File: src/rtl/conversor_bin_bcd_secuencial.sv
// Sequential binary-to-BCD converter (shift add-3), one add-3/shift step per clock.
// Start/done handshake, optional two's-complement input and overflow flag; results are registered.
module conversor_bin_bcd_secuencial #(
    parameter int ANCHO_BIN = 8,
    parameter int DIGITOS   = 3,
    parameter int CON_SIGNO = 0
) (
    input  logic                   clk,
    input  logic                   rst,
    input  logic                   inicio,
    input  logic [ANCHO_BIN-1:0]   numBinario,
    output logic                   ocupado,
    output logic                   listo,
    output logic [4*DIGITOS-1:0]   bcd,
    output logic                   negativo,
    output logic                   desborde
);

    localparam int BCD_W = 4 * DIGITOS;
    localparam int SR_W  = BCD_W + ANCHO_BIN;
    localparam int CNT_W = $clog2(ANCHO_BIN) + 1;

    typedef enum logic {
        REPOSO,
        CONVIRTIENDO
    } estado_t;

    estado_t              r_estado;
    logic [SR_W-1:0]      r_sr;
    logic [CNT_W-1:0]     r_cnt;
    logic                 r_signo;
    logic                 r_ovf;

    logic                 w_signo;
    logic [ANCHO_BIN-1:0] w_mag;
    logic [SR_W-1:0]      w_ajustado;
    logic [SR_W-1:0]      w_desplazado;
    logic                 w_carry;

    // Zero has MSB=0, so it can never be flagged negative.
    assign w_signo = (CON_SIGNO != 0) && numBinario[ANCHO_BIN-1];
    assign w_mag   = w_signo ? (~numBinario + ANCHO_BIN'(1)) : numBinario;

    always_comb begin
        w_ajustado = r_sr;
        for (int k = 0; k < DIGITOS; k++) begin
            if (r_sr[ANCHO_BIN+4*k +: 4] > 4'd4)
                w_ajustado[ANCHO_BIN+4*k +: 4] = r_sr[ANCHO_BIN+4*k +: 4] + 4'd3;
        end
    end

    // The bit leaving the top digit is lost from the result and marks overflow.
    assign w_carry      = w_ajustado[SR_W-1];
    assign w_desplazado = {w_ajustado[SR_W-2:0], 1'b0};

    always_ff @(posedge clk) begin
        if (rst) begin
            r_estado <= REPOSO;
            r_sr     <= '0;
            r_cnt    <= '0;
            r_signo  <= 1'b0;
            r_ovf    <= 1'b0;
            ocupado  <= 1'b0;
            listo    <= 1'b0;
            bcd      <= '0;
            negativo <= 1'b0;
            desborde <= 1'b0;
        end else begin
            listo <= 1'b0;
            case (r_estado)
                REPOSO: begin
                    if (inicio) begin
                        r_sr     <= {{BCD_W{1'b0}}, w_mag};
                        r_cnt    <= '0;
                        r_signo  <= w_signo;
                        r_ovf    <= 1'b0;
                        ocupado  <= 1'b1;
                        r_estado <= CONVIRTIENDO;
                    end
                end
                CONVIRTIENDO: begin
                    r_sr  <= w_desplazado;
                    r_cnt <= r_cnt + CNT_W'(1);
                    r_ovf <= r_ovf | w_carry;
                    if (r_cnt == CNT_W'(ANCHO_BIN - 1)) begin
                        bcd      <= w_desplazado[SR_W-1 -: BCD_W];
                        negativo <= r_signo;
                        desborde <= r_ovf | w_carry;
                        listo    <= 1'b1;
                        ocupado  <= 1'b0;
                        r_estado <= REPOSO;
                    end
                end
                default: r_estado <= REPOSO;
            endcase
        end
    end

endmodule

File: config.mk
export PLATFORM = sky130hd
export DESIGN_NAME = conversor_bin_bcd_secuencial
export DESIGN_NICKNAME = d
export VERILOG_FILES = /design/src/rtl/conversor_bin_bcd_secuencial.sv
export SDC_FILE = /design/constraint.sdc
export NUM_CORES = 1
export LEC_CHECK = 0
export ABC_CLOCK_PERIOD_IN_PS = 1500
export CAP_MARGIN = 20
export CORE_ASPECT_RATIO = 1.2
export CORE_MARGIN = 4
export CORE_UTILIZATION = 45
export DETAILED_ROUTE_END_ITERATION = 10
export PLACE_DENSITY = 0.69
export SYNTH_ARGS = -nofsm -noshare
export SYNTH_HDL_FRONTEND = slang
export SYNTH_SLANG_ARGS = --single-unit
File: constraint.sdc
create_clock -name clk -period 1.5 [get_ports clk]
set_input_delay 0.15 -clock clk [delete_from_list [all_inputs] [get_ports clk]]
set_output_delay 0.15 -clock clk [all_outputs]
set_load 0.03 [all_outputs]
==> results of run 1 <==
==> repair_timing <==
item | CTS | global route
setup endpoints to repair | 0 | 24
hold endpoints to repair | 0 | 0
buffers inserted | 0 | 0
gates resized for setup | 0 | 15
==> worst paths after layout <==
path	startpoint	end	slack (ns)	depth (start not counted)
max	bcd[11]	bcd[11]	0.04	1
min reg2reg	desborde	desborde	0.45	1
min	desborde	desborde	0.45	1
max reg2reg	r_sr[12]	r_sr[15]	0.09	4
==> layer usage <==
layer,share of wire (%),wire [µm],up-vias
met5,0,0,-
met4,2.5,97,0
met3,6.0,235,11
met2,54,2120,45
met1,38,1480,696
li1,-,-,747
==> area by class of cell <==
| class | count | area (µm²) |
|---|---|---|
| tap | 52 | 65.1 |
| sequential | 41 | 823 |
| multi-input combinational | 128 | 870 |
| inverter | 14 | 52.6 |
| timing repair buffer | 37 | 363 |
| clock buffer | 5 | 68.8 |
| fill | 357 | 1420 |
| clock inverter | 3 | 65.1 |
==> synthesized netlist by cell type (3+ instances only) <==
cell | n | area (µm²)
sky130_fd_sc_hd__or3b_1 | 3 | 26.3
sky130_fd_sc_hd__nand2_1 | 3 | 11.3
sky130_fd_sc_hd__a21o_1 | 4 | 30.0
sky130_fd_sc_hd__xnor2_1 | 3 | 26.3
sky130_fd_sc_hd__clkbuf_1 | 3 | 11.3
sky130_fd_sc_hd__a32o_1 | 5 | 50.1
sky130_fd_sc_hd__nor2b_1 | 4 | 25.0
sky130_fd_sc_hd__a21oi_1 | 23 | 115
sky130_fd_sc_hd__dfxtp_1 | 41 | 821
sky130_fd_sc_hd__inv_1 | 13 | 48.8
sky130_fd_sc_hd__nand3_1 | 3 | 15.0
sky130_fd_sc_hd__buf_2 | 6 | 30.0
sky130_fd_sc_hd__o21ai_0 | 12 | 60.1
sky130_fd_sc_hd__nor2_1 | 22 | 82.6
sky130_fd_sc_hd__mux2i_1 | 13 | 130
sky130_fd_sc_hd__nor3_1 | 5 | 25.0
sky130_fd_sc_hd__ha_1 | 7 | 87.6
sky130_fd_sc_hd__a22o_1 | 6 | 52.6
sky130_fd_sc_hd__a311oi_1 | 3 | 26.3
==> logic make-up after synthesis <==
| family | synth area share [%] |
|---|---|
| XOR/XNOR | 1.48 |
| adder cells (fa/ha/maj) | 4.94 |
| other | 0.212 |
| flip-flops | 46.3 |
| AO/OA/AOI/OAI | 21.0 |
| AND/OR/NAND/NOR | 12.9 |
| multiplexers | 7.34 |
| buffers and inverters | 5.72 |
==> power by group through the flow <==
stage               clock (mW)  combinational [mW]  sequential (mW)
global route              1.12               0.268             1.15
floorplan                    0               0.144             1.17
CTS                       1.07               0.236             1.14
finish                    1.04               0.240             1.15
detailed placement           0               0.234             1.17
global placement             0               0.222             1.17
==> state kept, by name, indices dropped and copies added (netlist names) <==
name and cells:
r_estado 1, r_ovf 1, r_cnt 4, listo 1, desborde 1, bcd 12, r_sr 20, ocupado 1
==> metrics.md, run 1 <==
| Metric | Value |
|---|---|
| Sequential share of power | `47.1%` |
| Most congested layer reported by global routing | `met2` |
| Power per cell area | `1050 nW/µm²` |
| Net Sw Power | `540 µW` |
| Required time of the critical path | `1.35 ns` |
| X dimension of the die | `65.3 µm` |
| Primary flip-flop cell chosen by synthesis mapping | `sky130_fd_sc_hd__dfxtp_1` |
| Total length of routed wires | `3.93 mm` |
| Floorplan core area | `3720 µm²` |
| Total CTS buffers | `5` |
| Cell area reported after detailed placement | `2140 µm²` |
| Setup WS pre-CTS | `0.0574 ns` |
| Highest-count cells in the layout ignoring fill and taps | `39 x sky130_fd_sc_hd__dfxtp_1, 21 x sky130_fd_sc_hd__nor2_1, 21 x sky130_fd_sc_hd__clkdlybuf4s50_1` |
| Gr usage total | `17.2%` |
| Maximum fanout encountered on the critical timing path | `2` |
| Switching share of power | `22.2%` |
| Clock Tree Buf Depth | `2` |
| Half-perimeter wire length after detailed placement | `2.96 mm` |
| Met3 GRT Util | `4.53%` |
| Setup TNS after final layout | `0 ns` |
| Endpoints failing setup | `0` |
| Number of violations of the max-capacitance limit | `0` |
| Clock sink total | `41` |
| Initial Util | `47.6%` |
| Critical path arrival | `1.31 ns` |
| Total gr overflow | `0` |
| DRC violation count after routing | `0` |
| Period utilization | `97.6%` |
| CP startpoint kind | `flop` |
| CP Class | `flop to output port` |
| Utilization of the core after routing | `62.0%` |
| Hold bufs inserted after CTS | `0` |
| DR vias/cell | `5.35` |
| Number of antenna-violating nets in the routed design | `0` |
| Static leakage | `1.01 nW` |
| Clock group share of total power | `43.0%` |
| Number of standard cells after synthesis | `193` |
| Final-report hold violation count | `0` |
| Internal power | `1.89 mW` |
| Clock root buffer master | `sky130_fd_sc_hd__clkbuf_8` |
| Portion of the post-synthesis area used by sequential elements | `46.3%` |
| Post-route worst setup slack | `0.0366 ns` |
| Peak supply drop | `0.000686 V` |
| Number of optimization iterations in the first detailed-route pass | `4` |
| Top achievable clock speed | `683 MHz` |
| Routability-driven placement congestion ratio | `0.828` |
| Syn. warnings | `0` |
| Cell Chain, Critical Path | `clkdlybuf4s50_1` |
| Leading cell type in the layout, fill and taps excluded | `sky130_fd_sc_hd__dfxtp_1` |
| Count of different cell masters after synthesis | `33` |
| CP Capture Type | `output port` |
| Netlist area before placement | `1770 µm²` |
| Total Power Consumption | `2.43 mW` |
| Post-route worst hold slack | `0.453 ns` |
| Source-to-sink clock delay at the later pin of the worst-skew pair | `0.30 ns` |
| Area of all placed cells without fillers | `2310 µm²` |
| Count of final max-slew check failures | `0` |
| Met2 demand-to-capacity share in global routing | `31.1%` |
| Instance count after placement with tap cells included | `272` |
| Synthesized flop and latch total | `41` |
| Nets in the synthesized netlist | `211` |
| Fin nets | `245` |
| Antenna cell count | `0` |
| Layout cells sized above 1 | `13.2%` |
| Die Outline Area | `5010 µm²` |
| Number of buffers added on ports | `25` |
| I/O pins | `27` |
| Final setup skew | `0.00614 ns` |
| Crit path buf inv count | `1` |
| Synth Area per Inst | `9.18 µm²` |
| Number of design-rule violations left by the first detailed-router iteration | `91` |
| Placement Rows | `24` |
| TritonCTS clock tree | `yes` |
| Routed vias | `1499` |
| Maximum single-stage delay on the critical path | `0.67 ns` |
| Vert. Die Dim | `76.7 µm` |
| Pin count of the biggest net entering global routing | `18` |
| Worst min-delay path class | `flop to flop` |
| Filler-free cell count of the finished design | `280` |
| Final critical-path required period | `1.46 ns` |
| Reg clk slew, reported paths | `0.08 ns` |
| Number of antenna violations at the first check in global routing | `0` |
| Area added between synthesis and finish | `30.2%` |
| Detail-routed net length per standard cell | `14.1 µm` |
| RSZ-0062 raised after global routing | `true` |
| Fraction of met1 tracks used by global routing | `17.9%` |
| Delay-heaviest family, CP | `buffers and inverters` |
| Via count of the first global-routing pass | `1461` |
| Number of levels in the clock H-tree | `2` |
| Share of power burned in combinational logic | `9.9%` |
| FFs w/ async S/R, synth | `0%` |
| Number of flops mapped to enable cells by yosys | `0` |
| Wire length of the first global-routing pass | `6.62 mm` |
| Outcome | `finished, final reports clean` |
| Cell with the largest stage delay on the worst path | `sky130_fd_sc_hd__clkdlybuf4s50_1` |
Note: power is estimated with default switching activity, not from simulation.
==> run 2: changes to the inputs <==
--- a/config.mk
+++ b/config.mk
@@ -12,6 +12,7 @@
 export CORE_UTILIZATION = 45
 export DETAILED_ROUTE_END_ITERATION = 10
 export PLACE_DENSITY = 0.69
+export SLEW_MARGIN = 20
 export SYNTH_ARGS = -nofsm -noshare
 export SYNTH_HDL_FRONTEND = slang
 export SYNTH_SLANG_ARGS = --single-unit
==> results of run 2 <==
The final DEF is identical to that of run 1; final timing and power are the same.
==> run 3: changes to the inputs <==
--- a/config.mk
+++ b/config.mk
@@ -9,9 +9,9 @@
 export CAP_MARGIN = 20
 export CORE_ASPECT_RATIO = 1.2
 export CORE_MARGIN = 4
-export CORE_UTILIZATION = 45
+export CORE_UTILIZATION = 25
 export DETAILED_ROUTE_END_ITERATION = 10
-export PLACE_DENSITY = 0.69
+export PLACE_DENSITY = 0.44
 export SLEW_MARGIN = 20
 export SYNTH_ARGS = -nofsm -noshare
 export SYNTH_HDL_FRONTEND = slang
==> metrics.md, run 3 (synthesized netlist as in run 1, its figures left out) <==
| Metric | Value |
|---|---|
| Layout cells sized above 1 | `12.9%` |
| Filler-free cell count of the finished design | `319` |
| Wire length of the first global-routing pass | `6.82 mm` |
| Share of power burned in combinational logic | `10.4%` |
| Half-perimeter wire length after detailed placement | `2.97 mm` |
| Outcome | `finished, final reports clean` |
| Detail-routed net length per standard cell | `12.5 µm` |
| Routability-driven placement congestion ratio | `0.689` |
| Fin nets | `249` |
| TritonCTS clock tree | `yes` |
| Pin count of the biggest net entering global routing | `21` |
| Sequential share of power | `49.1%` |
| Total gr overflow | `0` |
| Number of optimization iterations in the first detailed-route pass | `4` |
| Number of antenna violations at the first check in global routing | `0` |
| Hold bufs inserted after CTS | `0` |
| Setup WS pre-CTS | `-0.109 ns` |
| DR vias/cell | `4.42` |
| Area added between synthesis and finish | `33.2%` |
| X dimension of the die | `84.9 µm` |
| Cell with the largest stage delay on the worst path | `sky130_fd_sc_hd__clkdlybuf4s50_1` |
| Endpoints failing setup | `0` |
| Total length of routed wires | `3.98 mm` |
| Leading cell type in the layout, fill and taps excluded | `sky130_fd_sc_hd__dfxtp_1` |
| Vert. Die Dim | `100 µm` |
| Count of final max-slew check failures | `0` |
| Source-to-sink clock delay at the later pin of the worst-skew pair | `0.29 ns` |
| CP startpoint kind | `flop` |
| Maximum fanout encountered on the critical timing path | `2` |
| Routed vias | `1410` |
| Gr usage total | `9.97%` |
| Total Power Consumption | `2.32 mW` |
| Crit path buf inv count | `1` |
| Instance count after placement with tap cells included | `311` |
| Via count of the first global-routing pass | `1484` |
| Clock sink total | `41` |
| Delay-heaviest family, CP | `buffers and inverters` |
| CP Class | `flop to output port` |
| Number of flip-flops under the largest register name | `20` |
| Highest-count cells in the layout ignoring fill and taps | `41 x sky130_fd_sc_hd__dfxtp_1, 22 x sky130_fd_sc_hd__nor2_1, 21 x sky130_fd_sc_hd__a21oi_1` |
| Number of design-rule violations left by the first detailed-router iteration | `54` |
| Period utilization | `96.7%` |
| Top achievable clock speed | `689 MHz` |
| Slew at the pin closest to its max-slew limit | `0.602 ns` |
| Cell area reported after detailed placement | `2200 µm²` |
| Net Sw Power | `552 µW` |
| I/O pins | `27` |
| Required time of the critical path | `1.35 ns` |
| Most flops, register | `r_sr` |
| Final setup skew | `0.00307 ns` |
| Switching share of power | `23.8%` |
| Critical path arrival | `1.30 ns` |
| Post-route worst setup slack | `0.0491 ns` |
| Initial Util | `25.8%` |
| Power per cell area | `985 nW/µm²` |
| Floorplan core area | `6850 µm²` |
| CP Capture Type | `output port` |
| Clock root buffer master | `sky130_fd_sc_hd__clkbuf_8` |
| Antenna cell count | `0` |
| Final-report hold violation count | `0` |
| Static leakage | `1.06 nW` |
| Placement Rows | `33` |
| DRC violation count after routing | `0` |
| Reg clk slew, reported paths | `0.08 ns` |
| Clock group share of total power | `40.5%` |
| Largest registers ranked by flip-flop count | `r_sr: 20 flops, bcd: 12 flops, r_cnt: 4 flops` |
| Number of levels in the clock H-tree | `2` |
| Total CTS buffers | `5` |
| Setup TNS after final layout | `0 ns` |
| Area of all placed cells without fillers | `2360 µm²` |
| Cell Chain, Critical Path | `clkdlybuf4s50_1` |
| Clock Tree Buf Depth | `2` |
| RSZ-0062 raised after global routing | `true` |
| Number of violations of the max-capacitance limit | `0` |
| Internal power | `1.77 mW` |
| Number of antenna-violating nets in the routed design | `0` |
| Number of buffers added on ports | `25` |
| Worst min-delay path class | `flop to flop` |
| Maximum single-stage delay on the critical path | `0.67 ns` |
| Die Outline Area | `8500 µm²` |
| Final critical-path required period | `1.45 ns` |
| Max-slew headroom at the worst pin | `59.7%` |
| Number of buffers inserted by post-CTS setup repair | `0` |
| Peak supply drop | `0.000374 V` |
run 3: layout make-up:
class,instances,area [µm²]
Clock inverter,2,37.5
Inverter,14,52.6
Timing Repair Buffer,41,385
Fill cell,754,4490
Clock buffer,6,82.6
Multi-Input combinational cell,128,872
Tap cell,87,109
Sequential cell,41,821
run 3: stage by stage:
step,util [%],hold slack [ns]
global placement,32.1,0.443
CTS,34.0,0.466
detailed placement,32.1,0.447
global route,34.4,0.481
finish,34.4,0.458
floorplan,-,0.345
run 3: power groups by stage:
stage	registers [mW]	logic [mW]	clock network, mW
finish	1.14	0.241	0.941
global route	1.15	0.271	1.02
CTS	1.14	0.240	0.975
detailed placement	1.17	0.239	0
global placement	1.17	0.238	0
floorplan	1.17	0.144	0
run 3: metal layers:
metal  routed length, µm  GRT usage [%]  vias up  share of wire (%)
li1                    -              -      749                  -
met1                1880           12.2      632                 47
met2                1900           16.8       23                 48
met3                 152           2.96        6                3.8
met4                  54           3.29        0                1.4
met5                   0              0        -                  0
run 3: path summary, 6_finish.rpt:
path | from | end | slack [ns] | cells past startpoint
worst max register to register | r_sr[17] | bcd[10] | 0.11 | 6
worst max-delay path | bcd[2] | bcd[2] | 0.05 | 1
worst min-delay path | bcd[11] | bcd[11] | 0.46 | 1
worst min register to register | bcd[11] | bcd[11] | 0.46 | 1
run 3: repair_timing:
item | in CTS | in global routing
gates cloned | 0 | 0
endpoints found under the setup margin | 15 | 15
gates resized for setup | 1 | 12
